### src/rtl/audio_pkg.sv
// Shared audio types and default dimensions for the I2S transmit path.
// Sample words are packed {left, right} with left in the upper half.
package audio_pkg;

    localparam int AUDIO_DATA_WIDTH  = 24;
    localparam int I2S_SLOT_WIDTH    = 32;
    localparam int I2S_BCLK_DIV_HALF = 4;
    localparam int AUDIO_FIFO_DEPTH  = 4;

    typedef struct packed {
        logic signed [AUDIO_DATA_WIDTH-1:0] left;
        logic signed [AUDIO_DATA_WIDTH-1:0] right;
    } stereo_sample_t;

    typedef enum logic [0:0] {
        CHAN_LEFT  = 1'b0,
        CHAN_RIGHT = 1'b1
    } i2s_chan_e;

endpackage

### src/rtl/audio_sample_fifo.sv
// Small synchronous FIFO of stereo sample words with first-word-fall-through head.
// A push into a full FIFO is accepted only when a pop happens in the same cycle.
module audio_sample_fifo
    import audio_pkg::*;
#(
    parameter int WIDTH      = $bits(stereo_sample_t),
    parameter int FIFO_DEPTH = AUDIO_FIFO_DEPTH
) (
    input  logic                          i_clock,
    input  logic                          i_reset,
    input  logic                          push,
    input  logic [WIDTH-1:0]              push_data,
    input  logic                          pop,
    output logic [WIDTH-1:0]              head_data,
    output logic                          empty,
    output logic                          push_drop,
    output logic [$clog2(FIFO_DEPTH):0]   level
);

    localparam int AW    = (FIFO_DEPTH > 1) ? $clog2(FIFO_DEPTH) : 1;
    localparam int LVL_W = $clog2(FIFO_DEPTH) + 1;

    logic [WIDTH-1:0] mem_reg [FIFO_DEPTH];
    logic [AW-1:0]    wr_ptr_reg, wr_ptr_next;
    logic [AW-1:0]    rd_ptr_reg, rd_ptr_next;
    logic [LVL_W-1:0] level_reg, level_next;
    logic             full;
    logic             pop_ok;
    logic             push_ok;

    assign empty     = (level_reg == '0);
    assign full      = (level_reg == LVL_W'(FIFO_DEPTH));
    assign pop_ok    = pop && !empty;
    // When full, the head slot being popped is the one the push overwrites.
    assign push_ok   = push && (!full || pop_ok);
    assign push_drop = push && !push_ok;
    assign head_data = mem_reg[rd_ptr_reg];
    assign level     = level_reg;

    always_comb begin
        wr_ptr_next = wr_ptr_reg;
        rd_ptr_next = rd_ptr_reg;
        level_next  = level_reg;
        if (push_ok) begin
            wr_ptr_next = wr_ptr_reg + AW'(1);
        end
        if (pop_ok) begin
            rd_ptr_next = rd_ptr_reg + AW'(1);
        end
        case ({push_ok, pop_ok})
            2'b10:   level_next = level_reg + LVL_W'(1);
            2'b01:   level_next = level_reg - LVL_W'(1);
            default: level_next = level_reg;
        endcase
    end

    always_ff @(posedge i_clock) begin
        if (i_reset) begin
            wr_ptr_reg <= '0;
            rd_ptr_reg <= '0;
            level_reg  <= '0;
        end else begin
            wr_ptr_reg <= wr_ptr_next;
            rd_ptr_reg <= rd_ptr_next;
            level_reg  <= level_next;
        end
    end

    always_ff @(posedge i_clock) begin
        if (push_ok) begin
            mem_reg[wr_ptr_reg] <= push_data;
        end
    end

endmodule

### src/rtl/i2s_stereo_transmitter.sv
// Buffers stereo PCM samples and serialises them as standard I2S (one-BCLK MSB delay).
// All frame state advances on BCLK falling edges derived from a divided system clock.
module i2s_stereo_transmitter
    import audio_pkg::*;
#(
    parameter int DATA_WIDTH    = AUDIO_DATA_WIDTH,
    parameter int SLOT_WIDTH    = I2S_SLOT_WIDTH,
    parameter int BCLK_DIV_HALF = I2S_BCLK_DIV_HALF,
    parameter int FIFO_DEPTH    = AUDIO_FIFO_DEPTH
) (
    input  logic                          i_clock,
    input  logic                          i_reset,
    input  logic                          i_data_valid,
    input  logic [DATA_WIDTH-1:0]         i_data_left,
    input  logic [DATA_WIDTH-1:0]         i_data_right,
    output logic                          o_bclk,
    output logic                          o_lrclk,
    output logic                          o_sdata,
    output logic [$clog2(FIFO_DEPTH):0]   o_fifo_level,
    output logic                          o_overflow,
    output logic                          o_underflow
);

    localparam int FRAME_LEN = 2 * SLOT_WIDTH;
    localparam int F_W       = $clog2(FRAME_LEN);
    localparam int DIV_W     = (BCLK_DIV_HALF > 1) ? $clog2(BCLK_DIV_HALF) : 1;
    localparam int SW        = 2 * DATA_WIDTH;

    localparam logic [F_W-1:0]   SLOT_F   = F_W'(SLOT_WIDTH);
    localparam logic [F_W-1:0]   DATA_F   = F_W'(DATA_WIDTH);
    localparam logic [F_W-1:0]   LAST_F   = F_W'(FRAME_LEN - 1);
    localparam logic [DIV_W-1:0] DIV_LAST = DIV_W'(BCLK_DIV_HALF - 1);

    logic [DIV_W-1:0] div_cnt_reg, div_cnt_next;
    logic             bclk_reg, bclk_next;
    logic             lrclk_reg, lrclk_next;
    logic             sdata_reg, sdata_next;
    logic [F_W-1:0]   f_reg, f_next;
    logic [SW-1:0]    latched_reg, latched_next;
    logic             overflow_reg, overflow_next;
    logic             underflow_reg, underflow_next;

    logic             div_terminal;
    logic             fall_event;
    logic             frame_wrap;
    logic [SW-1:0]    fifo_head;
    logic             fifo_empty;
    logic             fifo_push_drop;

    i2s_chan_e        slot_chan;
    logic [F_W-1:0]   slot_pos;
    logic [DATA_WIDTH-1:0] chan_word;
    logic [DATA_WIDTH-1:0] chan_shifted;
    logic             sdata_bit;

    assign div_terminal = (div_cnt_reg == DIV_LAST);
    assign fall_event   = div_terminal && bclk_reg;
    assign frame_wrap   = fall_event && (f_reg == LAST_F);

    audio_sample_fifo #(
        .WIDTH      (SW),
        .FIFO_DEPTH (FIFO_DEPTH)
    ) u_fifo (
        .i_clock   (i_clock),
        .i_reset   (i_reset),
        .push      (i_data_valid),
        .push_data ({i_data_left, i_data_right}),
        .pop       (frame_wrap),
        .head_data (fifo_head),
        .empty     (fifo_empty),
        .push_drop (fifo_push_drop),
        .level     (o_fifo_level)
    );

    // The bit driven for index f+1 belongs to the slot position of the current index f.
    always_comb begin
        slot_chan = (f_reg >= SLOT_F) ? CHAN_RIGHT : CHAN_LEFT;
        slot_pos  = (slot_chan == CHAN_RIGHT) ? (f_reg - SLOT_F) : f_reg;
        chan_word = (slot_chan == CHAN_RIGHT) ? latched_reg[DATA_WIDTH-1:0]
                                              : latched_reg[SW-1:DATA_WIDTH];
        chan_shifted = chan_word << slot_pos;
        sdata_bit    = (slot_pos < DATA_F) ? chan_shifted[DATA_WIDTH-1] : 1'b0;
    end

    always_comb begin
        div_cnt_next   = div_cnt_reg + DIV_W'(1);
        bclk_next      = bclk_reg;
        f_next         = f_reg;
        lrclk_next     = lrclk_reg;
        sdata_next     = sdata_reg;
        latched_next   = latched_reg;
        overflow_next  = overflow_reg | fifo_push_drop;
        underflow_next = underflow_reg;

        if (div_terminal) begin
            div_cnt_next = '0;
            bclk_next    = !bclk_reg;
        end

        if (fall_event) begin
            f_next     = frame_wrap ? '0 : (f_reg + F_W'(1));
            lrclk_next = (f_next >= SLOT_F);
            sdata_next = sdata_bit;
            if (frame_wrap) begin
                if (fifo_empty) begin
                    latched_next   = '0;
                    underflow_next = 1'b1;
                end else begin
                    latched_next = fifo_head;
                end
            end
        end
    end

    always_ff @(posedge i_clock) begin
        if (i_reset) begin
            div_cnt_reg   <= '0;
            bclk_reg      <= 1'b0;
            f_reg         <= '0;
            lrclk_reg     <= 1'b0;
            sdata_reg     <= 1'b0;
            latched_reg   <= '0;
            overflow_reg  <= 1'b0;
            underflow_reg <= 1'b0;
        end else begin
            div_cnt_reg   <= div_cnt_next;
            bclk_reg      <= bclk_next;
            f_reg         <= f_next;
            lrclk_reg     <= lrclk_next;
            sdata_reg     <= sdata_next;
            latched_reg   <= latched_next;
            overflow_reg  <= overflow_next;
            underflow_reg <= underflow_next;
        end
    end

    assign o_bclk      = bclk_reg;
    assign o_lrclk     = lrclk_reg;
    assign o_sdata     = sdata_reg;
    assign o_overflow  = overflow_reg;
    assign o_underflow = underflow_reg;

endmodule
### config.mk
export PLATFORM = sky130hd
export DESIGN_NAME = i2s_stereo_transmitter
export DESIGN_NICKNAME = d
export VERILOG_FILES = /design/src/rtl/audio_pkg.sv /design/src/rtl/audio_sample_fifo.sv /design/src/rtl/i2s_stereo_transmitter.sv
export SDC_FILE = /design/constraint.sdc
export NUM_CORES = 1
export LEC_CHECK = 0
export BUFFER_PORTS_ARGS = -buffer_cell sky130_fd_sc_hd__buf_4
export CAP_MARGIN = 10
export CORE_UTILIZATION = 55
export DETAILED_ROUTE_END_ITERATION = 7
export PLACE_DENSITY = 0.73
export SLEW_MARGIN = 40
export SYNTH_ARGS = -nofsm -noshare
export SYNTH_HDL_FRONTEND = slang
export SYNTH_SLANG_ARGS = --single-unit
### constraint.sdc
create_clock -name i_clock -period 4.25 [get_ports i_clock]
set_clock_uncertainty 0.15 [all_clocks]
set_input_delay 1.275 -clock i_clock [delete_from_list [all_inputs] [get_ports i_clock]]
set_output_delay 1.275 -clock i_clock [all_outputs]
set_load 0.05 [all_outputs]
; ---- After elaboration in Yosys (flattened, before gate mapping)
; Memory sizes are Yosys's and may differ from the RTL's. A register that Yosys moved wholly into a read port is not among the register bits.
; Index checks and enable logic that the tools add are counted.
[totals]
ff_bits = 68
mem_bits_rw = 192
input_bits = 51
elab_cells = 55
mem_count = 1
[classes]
add_sub_neg = 7
order_cmp = 3
n_eq_ne = 5
n_shift = 1
muxes = 11
n_bitwise = 1
n_reduce_logical = 15
[mem_list]
columns = memory, words, word_bits, rd, rd_ports_with_merged_regs, wr, line
row1 = u_fifo.mem_reg, 4, 48, 1, 1, 1, audio_sample_fifo.sv:23  ; logic [WIDTH-1:0] mem_reg [FIFO_DEPTH];
[op_table]
columns = cell, n
row1 = $mux W48, 1
row2 = $mux W24, 1
row3 = $shl A24 B6 Y24, 1
row4 = $ge A6 B6 Y1 const B, 2
row5 = $mux W6, 2
row6 = $add A2 B1 Y2 const B, 3
row7 = $add A6 B1 Y6 const B, 1
row8 = $eq A6 B6 Y1 const B, 1
row9 = $lt A6 B5 Y1 const B, 1
row10 = $pmux W3 S2, 1
row11 = $sub A6 B6 Y6 const B, 1
row12 = $logic_and A1 B1 Y1, 5
row13 = $eq A2 B2 Y1 const B, 2
row14 = $logic_not A1 Y1, 4
row15 = $mux W1, 4
row16 = $mux W2, 2
row17 = $add A3 B1 Y3 const B, 1
row18 = $eq A3 B3 Y1 const B, 1
row19 = $logic_not A3 Y1, 1
row20 = $reduce_and A3 Y1, 1
row21 = $sub A3 B1 Y3 const B, 1
row22 = $eq A2 B1 Y1 const B, 1
row23 = $reduce_and A2 Y1, 1
row24 = $reduce_bool A2 Y1, 1
row25 = 3 further kinds, 3

; ---- Longest topological paths before layout
; Gate-level depths: netlist (run 1).
[depth]
word_depth = 9
ltp_mapped = 12
ltp_nobuf = 11

; ---- Modules after synthesis
; Synthesis (run 1) repeated with hierarchy kept, for this count alone.
[hier_totals]
hier_cells = 623
area_unflattened_um2 = 10268.6
[by_module_without_submodules]
columns = mod, n_inst, cells_per_inst, area_each_um2
row1 = audio_sample_fifo, 1, 308, 7444.6
row2 = i2s_stereo_transmitter, 1, 315, 2824.0

; ---- Worst setup path before layout (run 1)
; OpenSTA, ideal clock, no wires.
[synth_timing]
kind = flip-flop to flip-flop
from = register bclk_reg, in the netlist o_bclk
to = memory u_fifo.mem_reg[0][0] (netlist bit), enable pin
setup_time_ns = 0.410
t_arrival_ns = 2.883
t_required_ns = 3.690
setup_slack_ns = 0.807
stages_incl_launch_ff = 6
path_buffers = 1
period_less_slack_ns = 3.443
path_cell_list = dfxtp_1 > nand3_1 > or3_1 > buf_6 > a31oi_4 > and2_1
[synth_via]
elab_chain_cells = 7
[synth_rtl]
columns = item, line
row1 = "start, declared", i2s_stereo_transmitter.sv:35  ; logic bclk_reg, bclk_next;
row2 = "start signal, assigned", i2s_stereo_transmitter.sv:127  ; bclk_reg <= bclk_next;
row3 = $logic_and A1 B1 Y1, i2s_stereo_transmitter.sv:57  ; assign fall_event = div_terminal && bclk_reg;
row4 = $logic_and A1 B1 Y1, i2s_stereo_transmitter.sv:58  ; assign frame_wrap = fall_event && (f_reg == LAST_F);
row5 = $logic_and A1 B1 Y1, audio_sample_fifo.sv:33  ; assign pop_ok = pop && !empty;
row6 = $logic_or A1 B1 Y1, audio_sample_fifo.sv:35  ; assign push_ok = push && (!full || pop_ok);
row7 = $logic_and A1 B1 Y1, audio_sample_fifo.sv:35
row8 = $mux W1, audio_sample_fifo.sv:70  ; if (push_ok) begin
row9 = $mux W1 (not written as such), audio_sample_fifo.sv:71  ; mem_reg[wr_ptr_reg] <= push_data;
row10 = "end, declared", audio_sample_fifo.sv:23
; No other way between the ends.

; ---- Final worst setup path (run 1)
[layout_timing]
from = register f_reg[5]
to = memory u_fifo.mem_reg[1][19] (netlist bit), enable pin
[layout_via]
elab_chain_cells = 7
[layout_rtl]
columns = item, line
row1 = "start, declared", i2s_stereo_transmitter.sv:38  ; logic [F_W-1:0] f_reg, f_next;
row2 = "start signal, assigned", i2s_stereo_transmitter.sv:128  ; f_reg <= f_next;
row3 = $eq A6 B6 Y1, i2s_stereo_transmitter.sv:58
row4 = $logic_and A1 B1 Y1, i2s_stereo_transmitter.sv:58
row5 = $logic_and A1 B1 Y1, audio_sample_fifo.sv:33
row6 = $logic_or A1 B1 Y1, audio_sample_fifo.sv:35
row7 = $logic_and A1 B1 Y1, audio_sample_fifo.sv:35
row8 = $mux W1, audio_sample_fifo.sv:70
row9 = $mux W1 (not written as such), audio_sample_fifo.sv:71
; No other way between the ends.

==> impl_metrics.env, run 1 <==
export IMPL_finalHoldViolCount=0
export IMPL_avgViaCountPerCell=5.93
export IMPL_drv_slew=0
export IMPL_required_ps=4300
export IMPL_final_common_cell="edfxtp_1"
export IMPL_outcome="finished, final reports clean"
export IMPL_io_buffers=58
export IMPL_async_flop_share=0
export IMPL_end_kind="flop"
export IMPL_clkTransAtPathRegs_ps=60
export IMPL_ctsResizeCount=0
export IMPL_io_pins=59
export IMPL_die_h_um=136
export IMPL_rsz0062_at_grt="no"
export IMPL_power_density_mw_per_mm2=476
export IMPL_routedWlPerCell_um=22.0
export IMPL_stdcell_count=834
export IMPL_chipWidth_um=136
export IMPL_synth_edff_count=192
export IMPL_relSlewSlack=0.566
export IMPL_insertion_delay_ps=520
export IMPL_power_leakage_nw=3.87
export IMPL_grt_pass1_vias=5116
export IMPL_h_tree_depth=1
export IMPL_synth_top_area_frac=0.584
export IMPL_cts_sinks=262
export IMPL_syn_area_mm2=0.00988
export IMPL_cts_made_buffers=27
export IMPL_overflow=0
export IMPL_antenna_found_initial=0
export IMPL_cts_buffer_depth=3
export IMPL_finalCriticalPeriod_ps=3220
export IMPL_final_period_utilization=0.758
export IMPL_final_layout_size_suffix_gt1_frac=0.299
export IMPL_fmax_ghz=0.310
export IMPL_grt_pass1_wl_um=28500
export IMPL_drt_initial_drc_count=363
export IMPL_ys_warn_count=0
export IMPL_hpwlAfterDp_um=11300
export IMPL_largest_register_ffs=192
export IMPL_ir_worst_vdd_uv=323
export IMPL_synthToLayoutAreaGrowth_pct=16.6
export IMPL_fin_tns_setup_ps=0
export IMPL_ant_nets=0
export IMPL_synth_distinct_cells=42
export IMPL_synth_ff_type="edfxtp_1"
export IMPL_setup_violations=0
export IMPL_ys_ff_latch=262
export IMPL_worst_pin_slew_ps=646
export IMPL_start_kind="flop"
export IMPL_globalplace_congestion=0.785
export IMPL_routed_wirelength_um=18300
export IMPL_grt_max_degree=39
export IMPL_synth_yosys_seq_area_share=0.726
export IMPL_syn_avg_cell_area_um2=19.3
export IMPL_cts_tree="yes"
export IMPL_drtPass1Iterations=5
export IMPL_synth_area_top_cells="edfxtp_1, dfxtp_1, mux4_2"
export IMPL_dr_total_vias=4946
export IMPL_clock_tree_root_cell="clkbuf_16"
export IMPL_dp_cells=783
export IMPL_hold_buffers=0
export IMPL_grtUsageTotal=0.209
export IMPL_post_cts_buffers=0
export IMPL_crit_type="reg -> reg"
export IMPL_crit_arrival_ps=3270
export IMPL_drc_errors=0
export IMPL_antennaDiodeCount=0
export IMPL_core_area_mm2=0.0174
export IMPL_final_net_count=648
export IMPL_mostFrequentLayoutCells="edfxtp_1, buf_4, dfxtp_1"
export IMPL_max_cap_violations=0
export IMPL_synth_nets=572
export IMPL_worstPathMaxFanout=17
export IMPL_dieArea_mm2=0.0185
export IMPL_hp_class="reg -> reg"
export IMPL_synth_cells=512
export IMPL_synth_top_area_cell="edfxtp_1"
export IMPL_rows=48
export IMPL_start_util=0.567
## kinds of logic after synthesis
family / share of synthesized area
AOI/OAI and AO/OA: 0.0556
and+or+nand+nor: 0.0296
muxes: 0.146
adders and majority gates: 0.0122
DFF: 0.726
xor gates and xnor gates: 0.00798
buffers and inverters: 0.0231
## layer usage
layer | global-route usage | wire length (um)
met1 | 0.283 | 7750
met4 | 0.0574 | 381
met3 | 0.0444 | 1090
met5 | 0 | 0
met2 | 0.344 | 9120
## worst max-delay path, stage by stage (launching register included)
cell	delay, ps
dfxtp_1	560
inv_1	250
or3_1	630
a31oi_4	370
and2_2	570
buf_4	370
## cell usage after synthesis, types with 6 or more instances
cell	count
ha_1	8
nand2_1	6
a22o_1	42
mux2i_1	16
inv_1	11
edfxtp_1	192
mux4_2	51
a22oi_1	6
nor2_1	23
a21oi_1	6
buf_6	8
dfxtp_1	70
clkbuf_1	13
## metrics by stage
stage               total power [mW]  area (um2)  setup WS, ps  hold slack (ps)   util
floorplan                       3.04        9880           807              254      -
CTS                             5.53       11500          1050              303  0.660
global placement                3.15       10500          1170              261  0.606
finish                          5.48       11500          1030              302  0.661
detailed placement              3.16       10600          1070              295  0.607
global route                    5.64       11500           866              329  0.661
## path summary, 6_finish.rpt
kind / startpoint / to / slack (ps) / cells after the start
max: f_reg[5]$_SDFFE_PP0P_ / u_fifo.mem_reg[1][19]$_DFFE_PP_ / 1030 / 5
min: div_cnt_reg[0]$_SDFF_PP0_ / div_cnt_reg[0]$_SDFF_PP0_ / 300 / 1
max reg2reg: f_reg[5]$_SDFFE_PP0P_ / u_fifo.mem_reg[1][19]$_DFFE_PP_ / 1030 / 5
min reg2reg: div_cnt_reg[0]$_SDFF_PP0_ / div_cnt_reg[0]$_SDFF_PP0_ / 300 / 1
## area by class of cell
type	instances	area [um2]
Inverter	11	41.3
Clock inverter	16	161
Tap cell	225	282
Fill cell	1164	5900
Timing Repair Buffer	74	599
Clock buffer	34	763
Multi-Input combinational cell	212	2500
Sequential cell	262	7170
## power breakdown
group	switching [mW]	total, mW	leakage, nW	internal (mW)
sequential	0.0262	2.87	2.33	2.85
clock	0.928	2.38	0.459	1.45
combinational	0.137	0.232	1.08	0.0945
total	1.09	5.48	3.87	4.39
No activity file was read; power rests on OpenSTA's default activity.
==> run 2: changes to the inputs <==
--- a/config.mk
+++ b/config.mk
@@ -5,11 +5,12 @@
 export SDC_FILE = /design/constraint.sdc
 export NUM_CORES = 1
 export LEC_CHECK = 0
+export ABC_AREA = 1
 export BUFFER_PORTS_ARGS = -buffer_cell sky130_fd_sc_hd__buf_4
 export CAP_MARGIN = 10
-export CORE_UTILIZATION = 55
+export CORE_UTILIZATION = 54
 export DETAILED_ROUTE_END_ITERATION = 7
-export PLACE_DENSITY = 0.73
+export PLACE_DENSITY = 0.75
 export SLEW_MARGIN = 40
 export SYNTH_ARGS = -nofsm -noshare
 export SYNTH_HDL_FRONTEND = slang
==> constraint.sdc (replaced) <==
create_clock -name i_clock -period 2.7 [get_ports i_clock]
set_clock_uncertainty 0.15 [all_clocks]
set_input_delay 0.81 -clock i_clock [delete_from_list [all_inputs] [get_ports i_clock]]
set_output_delay 0.81 -clock i_clock [all_outputs]
set_load 0.05 [all_outputs]
==> run 2 against run 1 <==
  * The flow now finishes with violations (design-rule violations)
  * First-iteration DRC count grew 45%
  * Non-clock buffer count grew 12
  * Register-to-register slack lost 900 ps
  * Sequential share of layout area shrank 1.5 points
  * Worst hold slack gained 9.7 ps
  * Critical endpoint is now u_fifo.level[2]$_SDFFE_PP0P_
==> impl_metrics.env, run 2 <==
export IMPL_finalHoldViolCount=0
export IMPL_insertion_delay_ps=520
export IMPL_hpwlAfterDp_um=12500
export IMPL_synth_yosys_seq_area_share=0.705
export IMPL_final_common_cell="edfxtp_1"
export IMPL_die_h_um=139
export IMPL_ir_worst_vdd_uv=649
export IMPL_relSlewSlack=0.601
export IMPL_drtPass1Iterations=7
export IMPL_hp_class="reg -> reg"
export IMPL_grtUsageTotal=0.215
export IMPL_end_kind="flop"
export IMPL_core_area_mm2=0.0182
export IMPL_power_leakage_nw=4.09
export IMPL_rows=49
export IMPL_cts_sinks=262
export IMPL_clock_tree_root_cell="clkbuf_16"
export IMPL_start_util=0.558
export IMPL_crit_buf_inv=2
export IMPL_grt_max_degree=61
export IMPL_fmax_ghz=0.388
export IMPL_worstPathMaxFanout=9
export IMPL_crit_path_cell_trace="ha_4 > nand2_2 > clkinv_4 > nand3_2 > nor2_4 > nand3_4 > nor2_8 > ha_1 > inv_1 > fa_2 > a21oi_2 > o21ai_0 > o21ai_0 > a21oi_1"
export IMPL_final_layout_size_suffix_gt1_frac=0.147
export IMPL_synth_area_top_cells="edfxtp_1, dfxtp_1, o21ai_0"
export IMPL_clkTransAtPathRegs_ps=60
export IMPL_ys_warn_count=0
export IMPL_globalplace_congestion=0.840
export IMPL_routedWlPerCell_um=17.4
export IMPL_mostFrequentLayoutCells="edfxtp_1, nor2_1, o21ai_0"
export IMPL_synth_ff_type="edfxtp_1"
export IMPL_io_buffers=58
export IMPL_required_ps=2940
export IMPL_hold_buffers=0
export IMPL_drt_initial_drc_count=527
export IMPL_outcome="complete, but fails checks"
export IMPL_finalCriticalPeriod_ps=2570
export IMPL_synth_distinct_cells=35
export IMPL_synth_top_area_cell="edfxtp_1"
export IMPL_final_net_count=991
export IMPL_drc_errors=3
export IMPL_synth_top_area_frac=0.567
export IMPL_cts_made_buffers=25
export IMPL_critPathTopFamily="adder cells"
export IMPL_synth_nets=936
export IMPL_antenna_found_initial=0
export IMPL_cts_tree="yes"
export IMPL_dieArea_mm2=0.0194
export IMPL_synth_cells=876
export IMPL_cts_buffer_depth=3
export IMPL_cp_slowest_cell="dfxtp_1"
export IMPL_drv_slew=0
export IMPL_grt_pass1_wl_um=33000
export IMPL_routed_wirelength_um=20500
export IMPL_synth_common_cells="edfxtp_1, nor2_1, o21ai_0"
export IMPL_worst_pin_slew_ps=598
export IMPL_yosysMostFrequentCell="edfxtp_1"
export IMPL_start_kind="flop"
export IMPL_async_flop_share=0
export IMPL_chipWidth_um=139
export IMPL_avgViaCountPerCell=5.68
export IMPL_syn_area_mm2=0.0102
export IMPL_max_cap_violations=0
export IMPL_violations="design-rule violations"
export IMPL_dr_total_vias=6694
export IMPL_final_period_utilization=0.954
export IMPL_regArea_mm2=0.00717
export IMPL_crit_type="reg -> reg"
export IMPL_syn_avg_cell_area_um2=11.6
export IMPL_antennaDiodeCount=0
export IMPL_crit_path_frequent_cell="o21ai_0"
export IMPL_multi_input_area_mm2=0.00260
export IMPL_io_pins=59
export IMPL_grt_pass1_vias=6499
export IMPL_fill_cells=1327
export IMPL_stdcell_count=1179
export IMPL_h_tree_depth=1
export IMPL_synthToLayoutAreaGrowth_pct=16.1
export IMPL_cpPeakStageDelay_ps=370
export IMPL_ant_nets=0
export IMPL_p_total_mw=8.34
export IMPL_setup_violations=0
export IMPL_power_density_mw_per_mm2=707
export IMPL_largest_register_ffs=192
export IMPL_ys_ff_latch=262
export IMPL_crit_arrival_ps=2820
export IMPL_overflow=0
export IMPL_dp_cells=1129
export IMPL_synth_edff_count=192
## run 2: layer usage
metal  track usage  part of all wire  vias up
li1              -                 -     3248
met1         0.282              0.43     3209
met2         0.368              0.50      198
met3        0.0335             0.051       39
met4        0.0713             0.024        0
met5             0                 0        -
## run 2: final timing paths
kind                            slack, ps                            to  cells after the start                 startpoint
worst max-delay path                  130  u_fifo.level[2]$_SDFFE_PP0P_                     14  div_cnt_reg[0]$_SDFF_PP0_
worst min-delay path                  310         o_overflow$_SDFF_PP0_                      2      o_overflow$_SDFF_PP0_
worst max register to register        130  u_fifo.level[2]$_SDFFE_PP0P_                     14  div_cnt_reg[0]$_SDFF_PP0_
worst min register to register        310         o_overflow$_SDFF_PP0_                      2      o_overflow$_SDFF_PP0_
## run 2: cells by family (layout without fill, tap and decap cells)
| kind of cell | after synthesis | in the layout | synth area share |
|---|---|---|---|
| buffers and inverters | 107 | 181 | 0.0448 |
| AND/OR/NAND/NOR | 267 | 267 | 0.112 |
| flip-flops | 262 | 262 | 0.705 |
| XOR/XNOR | 1 | 1 | 0.000862 |
| adder cells (fa/ha/maj) | 9 | 9 | 0.0118 |
| AO/OA/AOI/OAI | 230 | 230 | 0.126 |
## run 2: timing repair
| action | 4_1_cts | 5_1_grt |
|---|---|---|
| gates resized for setup | 1 | 4 |
| endpoints found under the hold margin | 0 | 0 |
| setup endpoints to repair | 1 | 1 |
| setup buffers | 0 | 4 |
| pin swaps | 0 | 2 |
## run 2: tightest hold or removal path, delay by kind of cell, from the launching register on
family                 cells  cell delay (ps)
DFF                        1              310
buffers and inverters      1               50
AOI/OAI and AO/OA          1               50
## run 2: area by class of cell
| cell class | count | share of cell area |
|---|---|---|
| Sequential cell | 262 | 0.608 |
| Timing Repair Buffer | 86 | 0.0611 |
| Tap cell | 229 | 0.0243 |
| Clock buffer | 29 | 0.0543 |
| Clock inverter | 17 | 0.0160 |
| Inverter | 49 | 0.0160 |
| Multi-Input combinational cell | 507 | 0.220 |
## run 2: stage by stage
stage          setup WS (ps)  hold slack [ps]  instance area [um2]   util  setup TNS, ps
2_1_floorplan           2.98              254                10200      -              0
3_3_place_gp             111              262                10900  0.599              0
3_5_place_dp            30.9              277                10900  0.599              0
4_1_cts                 58.5              287                11700  0.645              0
5_1_grt                -51.7              317                11800  0.648          -51.7
6_report                 125              311                11800  0.648              0
## run 2: power by group
group | internal [mW] | switching, mW | total (mW)
clock | 2.08 | 1.40 | 3.49
sequential | 4.47 | 0.0380 | 4.51
combinational | 0.124 | 0.222 | 0.346
==> run 3: changes to the inputs <==
--- a/config.mk
+++ b/config.mk
@@ -5,7 +5,6 @@
 export SDC_FILE = /design/constraint.sdc
 export NUM_CORES = 1
 export LEC_CHECK = 0
-export ABC_AREA = 1
 export BUFFER_PORTS_ARGS = -buffer_cell sky130_fd_sc_hd__buf_4
 export CAP_MARGIN = 10
 export CORE_UTILIZATION = 54
==> run 3 against run 2 <==
  * The flow now finishes without violations
  * Flip-flop and latch count stayed put
  * Register-to-register slack worse by 30 ps
  * Clock-buffer cell count is 8 higher
  * Setup slack worse by 27 ps
  * First-iteration DRC count is 40% lower
==> impl_metrics.env, run 3 (synthesized netlist as in run 1, its figures left out) <==
export IMPL_finalCriticalPeriod_ps=2600
export IMPL_finalHoldViolCount=0
export IMPL_dp_cells=797
export IMPL_hold_buffers=0
export IMPL_die_h_um=137
export IMPL_crit_path_cell_trace="nand3_2 > or3_4 > a31oi_4 > inv_1 > ha_1 > inv_1 > fa_1 > xor2_1 > or3_1 > a21oi_1"
export IMPL_max_cap_violations=0
export IMPL_outcome="finished, final reports clean"
export IMPL_dr_total_vias=4991
export IMPL_io_buffers=58
export IMPL_post_cts_buffers=0
export IMPL_final_period_utilization=0.964
export IMPL_start_kind="flop"
export IMPL_drc_errors=0
export IMPL_clock_tree_root_cell="clkbuf_16"
export IMPL_synthToLayoutAreaGrowth_pct=17.6
export IMPL_drt_initial_drc_count=316
export IMPL_crit_type="reg -> reg"
export IMPL_overflow=0
export IMPL_power_internal_mw=6.62
export IMPL_setup_violations=0
export IMPL_crit_path_frequent_cell="inv_1"
export IMPL_power_share_clock=0.410
export IMPL_grtUsageTotal=0.210
export IMPL_worst_pin_slew_ps=817
export IMPL_drv_slew=0
export IMPL_seqPwrFrac=0.543
export IMPL_rows=49
export IMPL_avgViaCountPerCell=5.90
export IMPL_critPathTopFamily="simple AND/OR/NAND/NOR gates"
export IMPL_hold_slack_ps=321
export IMPL_clkTransAtPathRegs_ps=60
export IMPL_cts_buffer_depth=3
export IMPL_cts_tree="yes"
export IMPL_cp_slowest_cell="dfxtp_1"
export IMPL_cpPeakStageDelay_ps=450
export IMPL_worstPathMaxFanout=5
export IMPL_relSlewSlack=0.455
export IMPL_core_area_mm2=0.0180
export IMPL_fmax_ghz=0.384
export IMPL_globalplace_congestion=0.871
export IMPL_dieArea_mm2=0.0188
export IMPL_p_sw_mw=1.71
export IMPL_antenna_found_initial=0
export IMPL_cts_sinks=262
export IMPL_routed_wirelength_um=18600
export IMPL_final_common_cell="edfxtp_1"
export IMPL_ant_nets=0
export IMPL_routedWlPerCell_um=22.0
export IMPL_end_kind="flop"
export IMPL_start_util=0.550
export IMPL_grt_pass1_vias=5361
export IMPL_combPwrFrac=0.047
export IMPL_rsz0062_at_grt="no"
export IMPL_hpwlAfterDp_um=11500
export IMPL_h_tree_depth=1
export IMPL_cts_made_buffers=27
export IMPL_ir_worst_vdd_uv=593
export IMPL_required_ps=2980
export IMPL_grt_max_degree=43
export IMPL_mostFrequentLayoutCells="edfxtp_1, buf_4, dfxtp_1"
export IMPL_final_layout_size_suffix_gt1_frac=0.311
export IMPL_grt_pass1_wl_um=29200
export IMPL_fin_tns_setup_ps=0
export IMPL_antennaDiodeCount=0
export IMPL_power_density_mw_per_mm2=718
export IMPL_p_total_mw=8.34
export IMPL_io_pins=59
export IMPL_drtPass1Iterations=5
export IMPL_crit_buf_inv=2
export IMPL_switching_share=0.205
export IMPL_hp_class="reg -> reg"
export IMPL_stdcell_count=846
export IMPL_power_leakage_nw=3.89
export IMPL_final_net_count=657
export IMPL_crit_arrival_ps=2890
export IMPL_chipWidth_um=137
export IMPL_insertion_delay_ps=530
export IMPL_largest_register_ffs=192
run 3: changes by cell type in the layout (fill, tap and decap cells not counted), moves of 7 or more:
cell	before	now
buf_4	80	73
nor2_1	124	22
inv_1	46	11
o22ai_1	48	0
nand2_1	63	6
nand3_1	63	1
a22o_1	0	42
mux4_2	0	51
mux2i_1	0	16
a22oi_1	16	6
a21oi_1	21	6
o21ai_1	26	0
o21ai_0	108	2
run 3: repair_timing:
item | CTS | global route
endpoints found under the setup margin | 0 | 2
endpoints found under the hold margin | 0 | 0
gates resized for setup | 0 | 7
run 3: area by class of cell:
type,count,area [um2]
tap,229,287
fill,1186,6350
clock buffer,37,723
multi-input combinational,212,2540
sequential,262,7180
clock inverter,12,90.1
inverter,11,41.3
timing repair buffer,83,748
run 3: power by group through the flow:
stage | clock network [mW] | registers, mW | logic (mW)
after floorplan | 0 | 4.61 | 0.182
after global placement | 0 | 4.60 | 0.383
after detailed placement | 0 | 4.61 | 0.395
after CTS | 3.49 | 4.52 | 0.398
after global routing | 3.66 | 4.53 | 0.425
final | 3.42 | 4.52 | 0.394
run 3: metrics by stage:
step	util	worst slack, ps	instance area, um2
finish	0.646	98.1	11600
global route	0.646	5.76	11600
CTS	0.644	18.4	11600
detailed placement	0.599	56.4	10800
global placement	0.599	189	10800
floorplan	-	24.6	9900
run 3: path summary, 6_finish.rpt:
check | from | to | slack (ps) | cells after the start
max reg2reg | f_reg[4]$_SDFFE_PP0P_ | u_fifo.level[2]$_SDFFE_PP0P_ | 100 | 10
min reg2reg | o_lrclk$_SDFFE_PP0P_ | o_lrclk$_SDFFE_PP0P_ | 320 | 1
max | f_reg[4]$_SDFFE_PP0P_ | u_fifo.level[2]$_SDFFE_PP0P_ | 100 | 10
min | o_lrclk$_SDFFE_PP0P_ | o_lrclk$_SDFFE_PP0P_ | 320 | 1
run 3: layer usage:
layer	vias up	share of wire	wire length, um	track usage
met1	2566	0.41	7570	0.272
met5	-	0	0	0
met4	0	0.019	351	0.0611
li1	2249	-	-	-
met3	37	0.052	974	0.0390
met2	139	0.52	9700	0.363
